$ cat src/rtl/cache_port_arbiter_pkg.sv
// Shared types for the two-port cache arbiter: FSM state encoding and requester id width.
package cache_port_arbiter_pkg;

    typedef enum logic {
        IDLE = 1'b0,
        BUSY = 1'b1
    } state_t;

    localparam int REQ_ID_W = 1;

    typedef logic [REQ_ID_W-1:0] req_id_t;

endpackage

$ cat src/rtl/cache_port_arbiter_rr_pick2.sv
// Two-way round-robin pick, purely combinational (zero latency, no backpressure).
// On a tie the requester not granted last wins; otherwise the single valid requester wins.
module rr_pick2
    import cache_port_arbiter_pkg::*;
(
    input  logic    valid0,
    input  logic    valid1,
    input  req_id_t last_grant,
    output req_id_t grant_id,
    output logic    grant_valid
);

    always_comb begin
        grant_valid = valid0 | valid1;
        grant_id    = req_id_t'(0);
        if (valid0 && valid1) begin
            grant_id = ~last_grant;
        end else if (valid1) begin
            grant_id = req_id_t'(1);
        end
    end

endmodule

$ cat src/rtl/cache_port_arbiter.sv
// Arbitrates two requesters onto one cache port; accept at T, hit at T+1, response pulse at T+2.
// Both requesters see ready low while a request is in flight; a cache miss stalls in BUSY indefinitely.
module cache_port_arbiter
    import cache_port_arbiter_pkg::*;
#(
    parameter int ADDR_W = 32,
    parameter int DATA_W = 32
) (
    input  logic              clk,
    input  logic              reset,

    input  logic              req0_valid,
    input  logic [ADDR_W-1:0] req0_addr,
    input  logic              req0_rw,
    input  logic [DATA_W-1:0] req0_din,
    output logic              req0_ready,
    output logic              resp0_valid,
    output logic [DATA_W-1:0] resp0_dout,

    input  logic              req1_valid,
    input  logic [ADDR_W-1:0] req1_addr,
    input  logic              req1_rw,
    input  logic [DATA_W-1:0] req1_din,
    output logic              req1_ready,
    output logic              resp1_valid,
    output logic [DATA_W-1:0] resp1_dout,

    output logic              cache_is_input_valid,
    output logic [ADDR_W-1:0] cache_addr,
    output logic              cache_mem_rw,
    output logic [DATA_W-1:0] cache_din,
    input  logic              cache_is_ready,
    input  logic              cache_is_output_valid,
    input  logic [DATA_W-1:0] cache_dout,

    output logic [31:0]       busy_cycles
);

    state_t  state;
    req_id_t last_grant;
    req_id_t owner;
    req_id_t grant_id;
    logic    grant_valid;
    logic    accept;
    logic    done;

    rr_pick2 u_rr_pick2 (
        .valid0      (req0_valid),
        .valid1      (req1_valid),
        .last_grant  (last_grant),
        .grant_id    (grant_id),
        .grant_valid (grant_valid)
    );

    // Ready is gated by reset so it drops the instant reset rises, not at the next edge.
    assign accept     = !reset && (state == IDLE) && grant_valid;
    assign req0_ready = accept && (grant_id == req_id_t'(0));
    assign req1_ready = accept && (grant_id == req_id_t'(1));
    assign done       = cache_is_output_valid && cache_is_ready;

    always_ff @(posedge clk or posedge reset) begin
        if (reset) begin
            state                <= IDLE;
            last_grant           <= req_id_t'(1);
            owner                <= req_id_t'(0);
            cache_is_input_valid <= 1'b0;
            cache_addr           <= '0;
            cache_mem_rw         <= 1'b0;
            cache_din            <= '0;
            resp0_valid          <= 1'b0;
            resp1_valid          <= 1'b0;
            resp0_dout           <= '0;
            resp1_dout           <= '0;
            busy_cycles          <= '0;
        end else begin
            resp0_valid <= 1'b0;
            resp1_valid <= 1'b0;
            if (state == IDLE) begin
                if (grant_valid) begin
                    owner                <= grant_id;
                    cache_addr           <= (grant_id == req_id_t'(1)) ? req1_addr : req0_addr;
                    cache_mem_rw         <= (grant_id == req_id_t'(1)) ? req1_rw   : req0_rw;
                    cache_din            <= (grant_id == req_id_t'(1)) ? req1_din  : req0_din;
                    cache_is_input_valid <= 1'b1;
                    state                <= BUSY;
                end
            end else begin
                busy_cycles <= busy_cycles + 32'd1;
                if (done) begin
                    cache_is_input_valid <= 1'b0;
                    last_grant           <= owner;
                    state                <= IDLE;
                    if (owner == req_id_t'(1)) begin
                        resp1_valid <= 1'b1;
                        resp1_dout  <= cache_dout;
                    end else begin
                        resp0_valid <= 1'b1;
                        resp0_dout  <= cache_dout;
                    end
                end
            end
        end
    end

endmodule

$ cat config.mk
export PLATFORM = sky130hd
export DESIGN_NAME = cache_port_arbiter
export DESIGN_NICKNAME = d
export VERILOG_FILES = /design/src/rtl/cache_port_arbiter_pkg.sv /design/src/rtl/cache_port_arbiter_rr_pick2.sv /design/src/rtl/cache_port_arbiter.sv
export SDC_FILE = /design/constraint.sdc
export NUM_CORES = 1
export LEC_CHECK = 0
export CORE_ASPECT_RATIO = 2
export CORE_MARGIN = 1.5
export CORE_UTILIZATION = 40
export DETAILED_ROUTE_END_ITERATION = 10
export PLACE_DENSITY = 0.77
export REMOVE_ABC_BUFFERS = 1
export SYNTH_ARGS = -nofsm -noshare
export SYNTH_HDL_FRONTEND = slang
export SYNTH_SLANG_ARGS = --single-unit
$ cat constraint.sdc
create_clock -name clk -period 7.25 [get_ports clk]
set_clock_uncertainty 0.15 [all_clocks]
set_input_delay 0.725 -clock clk [delete_from_list [all_inputs] [get_ports clk]]
set_output_delay 0.725 -clock clk [all_outputs]
set_load 0.03 [all_outputs]
==> run metrics, run 1 <==
status completed; GR Util All Layers a little under a quarter; Hold WS about 320 ps; final core utilization approximately 64%; vias per inst 4.88; Routability Congestion approximately 0.84; Avg Cell Area, Syn around 10 um^2; Post-CTS Setup Bufs 0; RSZ-0062 raised after global routing no; DRC viols 0; largest net degree at the start of global routing approximately 120; starting density of the core roughly two fifths; number of enable flip-flop cells after synthesis 0; Lkg Pwr about 5 nW; max-slew violations 0; crit path time final roughly 3700 ps; Slew headroom 23.6%; via count approximately 6,100; # diodes 0; area of the multi-input gates between 2000 and 3000 um^2; CP startpoint kind input port; Gate Count Post-Synth about 700; Pwr Density 333 nW/um^2; Area Overhead vs Synth 58.0%; final WL approximately 21 mm; H-tree depth 4; library cells used by synthesis 32; ys flop type dfrtp_1; final hold violations 0; # port buffers between 300 and 400; placed instance count roughly 1,200; row count between 60 and 70; max frequency about 270 MHz; clk slew on worst S/H paths approximately 60 ps; Sink Count between 150 and 200; cell area after synthesis around 7000 um^2; worst slew pin tran 1140 ps; Max Cap Viol 0; fin cells ~1,200; PostCTS Resize Cnt 0; Skew-Pair Late Insertion Delay 420 ps; FF+latch area between 4000 and 5000 um^2; total power roughly 3.7 mW; vias in the first global route between 6,000 and 7,000; filler cell count 1,425; Setup violations, final 0; Synth Register Bits 167; Synth warnings 0; asr flop ratio synth 100%; DIE WIDTH 96.8 um; TritonRoute pass-1 iters 4; worst vdd ir roughly 160 uV; post-route ant nets 0; leading area contributor after synthesis dfrtp_1; CTS Root Cell clkbuf_16; Hold WC Path Type register to register; setup_tns 0 ps; CP Capture Type output port; CTS tree built; Post-layout nets roughly 1,200; synth cell count leaders 271 x nand2_1, 166 x dfrtp_1, 65 x mux2i_1; initial DRC count between 150 and 200; # IOs between 300 and 400; core area around 17,000 um^2; cts hold-fix bufs 0; critical path required time around 6400 ps; crit share post-route between 50% and 60%; CP Class input port to output port; count leader, synth nand2_1; global-route wire length before repair 32.4 mm; DP Wirelength 15.7 mm; Die Y about 190 um; WL/cell around 17 um; Worst EP arrival between 2000 and 3000 ps; Synth top area share 59.1%; register area share after synthesis 59.4%; top cells by area, synth dfrtp_1 59%, nand2_1 14%, mux2i_1 9.3%; share of layout cells above drive strength 1 roughly 4.2%; critical path peak fanout 45; initial antenna violation count 0; Die ar. between 15,000 and 20,000 um^2; Bufs on Longest Clock Path 2; GR Overflow Total 0; total CTS buffers 17
==> worst max-delay path: stages <==
cell and delay [ps]:
clkdlybuf4s50_1 560, a21boi_4 210, buf_4 600, nor3_1 100, clkdlybuf4s50_1 620
==> metrics by stage <==
step	cell area, um^2	setup WS [ps]
2_1_floorplan	6870	139
3_3_place_gp	10500	3530
3_5_place_dp	10500	3530
4_1_cts	11100	3520
5_1_grt	11100	3450
6_report	11100	3530
==> logic make-up (layout without fill, tap and decap cells) <==
| logic type | Yosys count | count (layout) | share of synthesized area, % |
|---|---|---|---|
| DFF | 167 | 167 | 59.4 |
| AOI/OAI and AO/OA | 70 | 70 | 5.16 |
| muxes | 66 | 66 | 9.41 |
| and+or+nand+nor | 321 | 321 | 19.1 |
| buffers and inverters | 46 | 380 | 2.90 |
| adders and majority gates | 1 | 1 | 0.178 |
| xor gates and xnor gates | 31 | 31 | 3.86 |
==> routing by layer <==
layer  up-vias  global-route usage [%]  part of all wire [%]
li1       2939                       -                     -
met1      2843                    24.4                    36
met2       241                    41.0                    54
met3        54                    5.54                   5.8
met4         0                    12.6                   4.8
met5         -                       0                     0
==> placed cells by master, fill, tap and decap left out, types with 2 or more instances in the layout <==
cell             synthesis  routed
nor2_1                   5       5
dfrtp_1                166     166
nor4_1                   2       2
clkinvlp_4               0       2
clkbuf_1                16       4
o21ai_0                 45      45
nand4_1                 11      11
bufinv_16                0       3
o21ai_1                 21      20
clkinv_2                 0       3
nand3_1                 15      15
and3_1                   4       4
nor3_1                   6       6
nand2_1                271     271
inv_1                    8       7
clkbuf_16                0      17
xnor2_1                 27      27
mux2i_1                 65      65
nor4_2                   3       3
xor2_1                   4       4
buf_4                    3       7
clkdlybuf4s50_1          0     333
==> layout make-up <==
cell class | count | area share (%)
Clock buffer | 21 | 3.96
Inverter | 10 | 0.383
Clock inverter | 9 | 1.16
Timing Repair Buffer | 340 | 30.5
Tap cell | 210 | 2.36
Multi-Input combinational cell | 489 | 24.0
Sequential cell | 167 | 37.6
==> power breakdown <==
| group | internal [mW] | total [mW] | switching (mW) |
|---|---|---|---|
| Sequential | 1.18 | 1.33 | 0.152 |
| Combinational | 0.617 | 1.48 | 0.861 |
| Clock | 0.537 | 0.893 | 0.356 |
==> flip-flops by register name (all words and copies together) (netlist names) <==
register              flops
busy_cycles              32
cache_addr               32
cache_din                32
cache_is_input_valid      1
cache_mem_rw              1
last_grant                1
owner                     1
resp0_dout               32
resp0_valid               1
resp1_dout               32
resp1_valid               1
state                     1
==> path summary, 6_finish.rpt <==
path                                                  from                         end  slack (ps)  cells after the start
worst max-delay path                            req1_valid                  req0_ready        3530                      5
worst min-delay path            resp0_dout[28]$_DFFE_PP0P_  resp0_dout[28]$_DFFE_PP0P_         320                      2
worst max register to register             state$_DFF_PP0_   cache_addr[8]$_DFFE_PP0P_        4890                      4
worst min register to register  resp0_dout[28]$_DFFE_PP0P_  resp0_dout[28]$_DFFE_PP0P_         320                      2
max in group asynchronous                            reset  cache_addr[11]$_DFFE_PP0P_        5230                      3
min in group asynchronous                            reset   cache_addr[4]$_DFFE_PP0P_         490                      2
Note: power is estimated with default switching activity, not from simulation.
==> inputs of run 2 (changes only) <==
==> constraint.sdc (replaced) <==
create_clock -name clk -period 3.7 [get_ports clk]
set_clock_uncertainty 0.15 [all_clocks]
set_input_delay 0.37 -clock clk [delete_from_list [all_inputs] [get_ports clk]]
set_output_delay 0.37 -clock clk [all_outputs]
set_load 0.03 [all_outputs]
==> run 2 against run 1 <==
Compared with the run above: non-clock buffer count is 1 higher; combinational power rose by 96%; sequential share of layout area is 0.15 points higher; worst hold slack better by 0.88 ps; count of clock-buffer cells in the layout fell by 1; final area shrank 0.39%; largest cell class unchanged; largest power group unchanged; power rose by 90%; routed wire length fell by 2.3%; clock power is 72% higher.
==> run metrics, run 2 (same netlist as run 1, synthesis figures left out) <==
total power 7.04 mW (+90%); Worst EP arrival 2170 ps (-670 ps); CP Class register to output port; # diodes 0 (unchanged); TritonRoute pass-1 iters 4 (unchanged); CTS tree built; Die ar. 18,400 um^2 (unchanged); placed instance count 1,217 (+0.082%); Skew-Pair Late Insertion Delay 420 ps (about the same); commonest non-fill, non-tap cells in the layout 333 x clkdlybuf4s50_1, 271 x nand2_1, 166 x dfrtp_1; Post-CTS Setup Bufs 0 (unchanged); Bufs on Longest Clock Path 2 (unchanged); worst vdd ir 391 uV (+140%); Critical Path, Cell by Cell inv_1 > o21ai_4 > nor3_1 > clkdlybuf4s50_1; core area 17,300 um^2 (unchanged); cts hold-fix bufs 0 (unchanged); Lkg Pwr 5.06 nW (-0.24%); Finished Cell Area 11,100 um^2 (-0.39%); Sink Count 167 (unchanged); final core utilization 64.1% (-0.25 points); GR Overflow Total 0 (unchanged); CP Capture Type output port; most common cell after layout, fill and taps aside clkdlybuf4s50_1; Slew headroom 34.6% (+11 points); final WL 20.5 mm (-2.3%); global-route wire length before repair 32.3 mm (-0.47%); Critical path origin state$_DFF_PP0_; largest net degree at the start of global routing 168 (+37%); CTS Root Cell clkbuf_16; share of layout cells above drive strength 1 4.53% (+0.29 points); Area Overhead vs Synth 57.4%; # port buffers 333 (unchanged); starting density of the core 40.7% (unchanged); # IOs 334 (unchanged); slowest library cell on the worst path clkdlybuf4s50_1; Critical Path Max Stage Delay 750 ps (+130 ps); PostCTS Resize Cnt 0 (unchanged); Placed Area 10,600 um^2 (+0.19%); Die Y 191 um (unchanged); CP startpoint kind register; hold_sp resp0_dout[5]$_DFFE_PP0P_; GR Util All Layers 22.3% (-0.56 points); row count 68 (unchanged); vias in the first global route 6,262 (+3.2%); critical path required time 3180 ps (-3200 ps); status completed; vias per inst 4.89 (+0.25%); crit share post-route between 70% and 80%; RSZ-0062 raised after global routing no; via count 6,097 (+0.33%); Hold WS 321 ps (+0.883 ps); max frequency around 370 MHz; final hold violations 0 (unchanged); Post-layout nets 1,195 (+0.084%); total CTS buffers 17 (unchanged); DIE WIDTH 96.8 um (unchanged); initial antenna violation count 0 (unchanged); setup_tns 0 ps (unchanged); setup slack after layout 1010 ps (-2520 ps); post-route ant nets 0 (unchanged); pre-CTS WS 1010 ps (-2510 ps); WL/cell 16.4 um (-2.4%); clk slew on worst S/H paths 60 ps (about the same); Pwr Density 636 nW/um^2 (+91%); critical path peak fanout 9 (-80%); Routability Congestion 0.830 (-1.5%); DP Wirelength 15.5 mm (-1.5%); H-tree depth 4 (unchanged); crit path time final about 2700 ps; initial DRC count 134 (-25%); worst r2r src state$_DFF_PP0_; fin cells 1,247 (+0.080%); Setup violations, final 0 (unchanged); DRC viols 0 (unchanged); max-slew violations 0 (unchanged); Max Cap Viol 0 (unchanged); Hold WC Path Type register to register; worst slew pin tran 981 ps (-163 ps)
run 2: cell count changes in the layout (fill, tap and decap cells not counted), sizes merged:
| cell | previous run | this run |
|---|---|---|
| bufinv | 3 | 0 |
| buf | 7 | 8 |
| clkbuf | 21 | 20 |
| clkinv | 5 | 9 |
run 2: worst max-delay path, delay by kind of cell, from the launching register on:
kind,cells,cell delay [ps]
buffers and inverters,2,930
flip-flops,1,480
AND/OR/NAND/NOR,1,280
AO/OA/AOI/OAI,1,70
run 2: metal layers:
layer  part of all wire [%]  track usage, %  vias up  wire length, um
li1                       -               -     2943                -
met1                     36            23.7     2860             7430
met2                     53            40.2      242            10900
met3                    5.4            5.10       52             1110
met4                    5.1            12.5        0             1040
met5                      0               0        -                0
run 2: final cells by class:
class | instances | area, um^2
clock buffer | 20 | 447
clock inverter | 10 | 58.8
fill | 1415 | 6200
inverter | 10 | 42.5
multi-input combinational | 489 | 2670
sequential | 167 | 4180
tap | 210 | 263
timing repair buffer | 341 | 3410
run 2: path summary, 6_finish.rpt:
path	end	slack (ps)	cells after the start
min	resp0_dout[5]$_DFFE_PP0P_	320	2
min in group asynchronous	cache_is_input_valid$_DFFE_PP0P_	370	3
max reg2reg	cache_addr[31]$_DFFE_PP0P_	1330	5
min reg2reg	resp0_dout[5]$_DFFE_PP0P_	320	2
max	req0_ready	1010	4
max in group asynchronous	resp1_dout[11]$_DFFE_PP0P_	2240	3
run 2: power by group:
| group | total, mW | switching [mW] | leakage [nW] | internal (mW) |
|---|---|---|---|---|
| clock network | 1.54 | 0.684 | 0.251 | 0.859 |
| logic | 2.90 | 1.69 | 2.70 | 1.21 |
| registers | 2.59 | 0.285 | 2.11 | 2.31 |
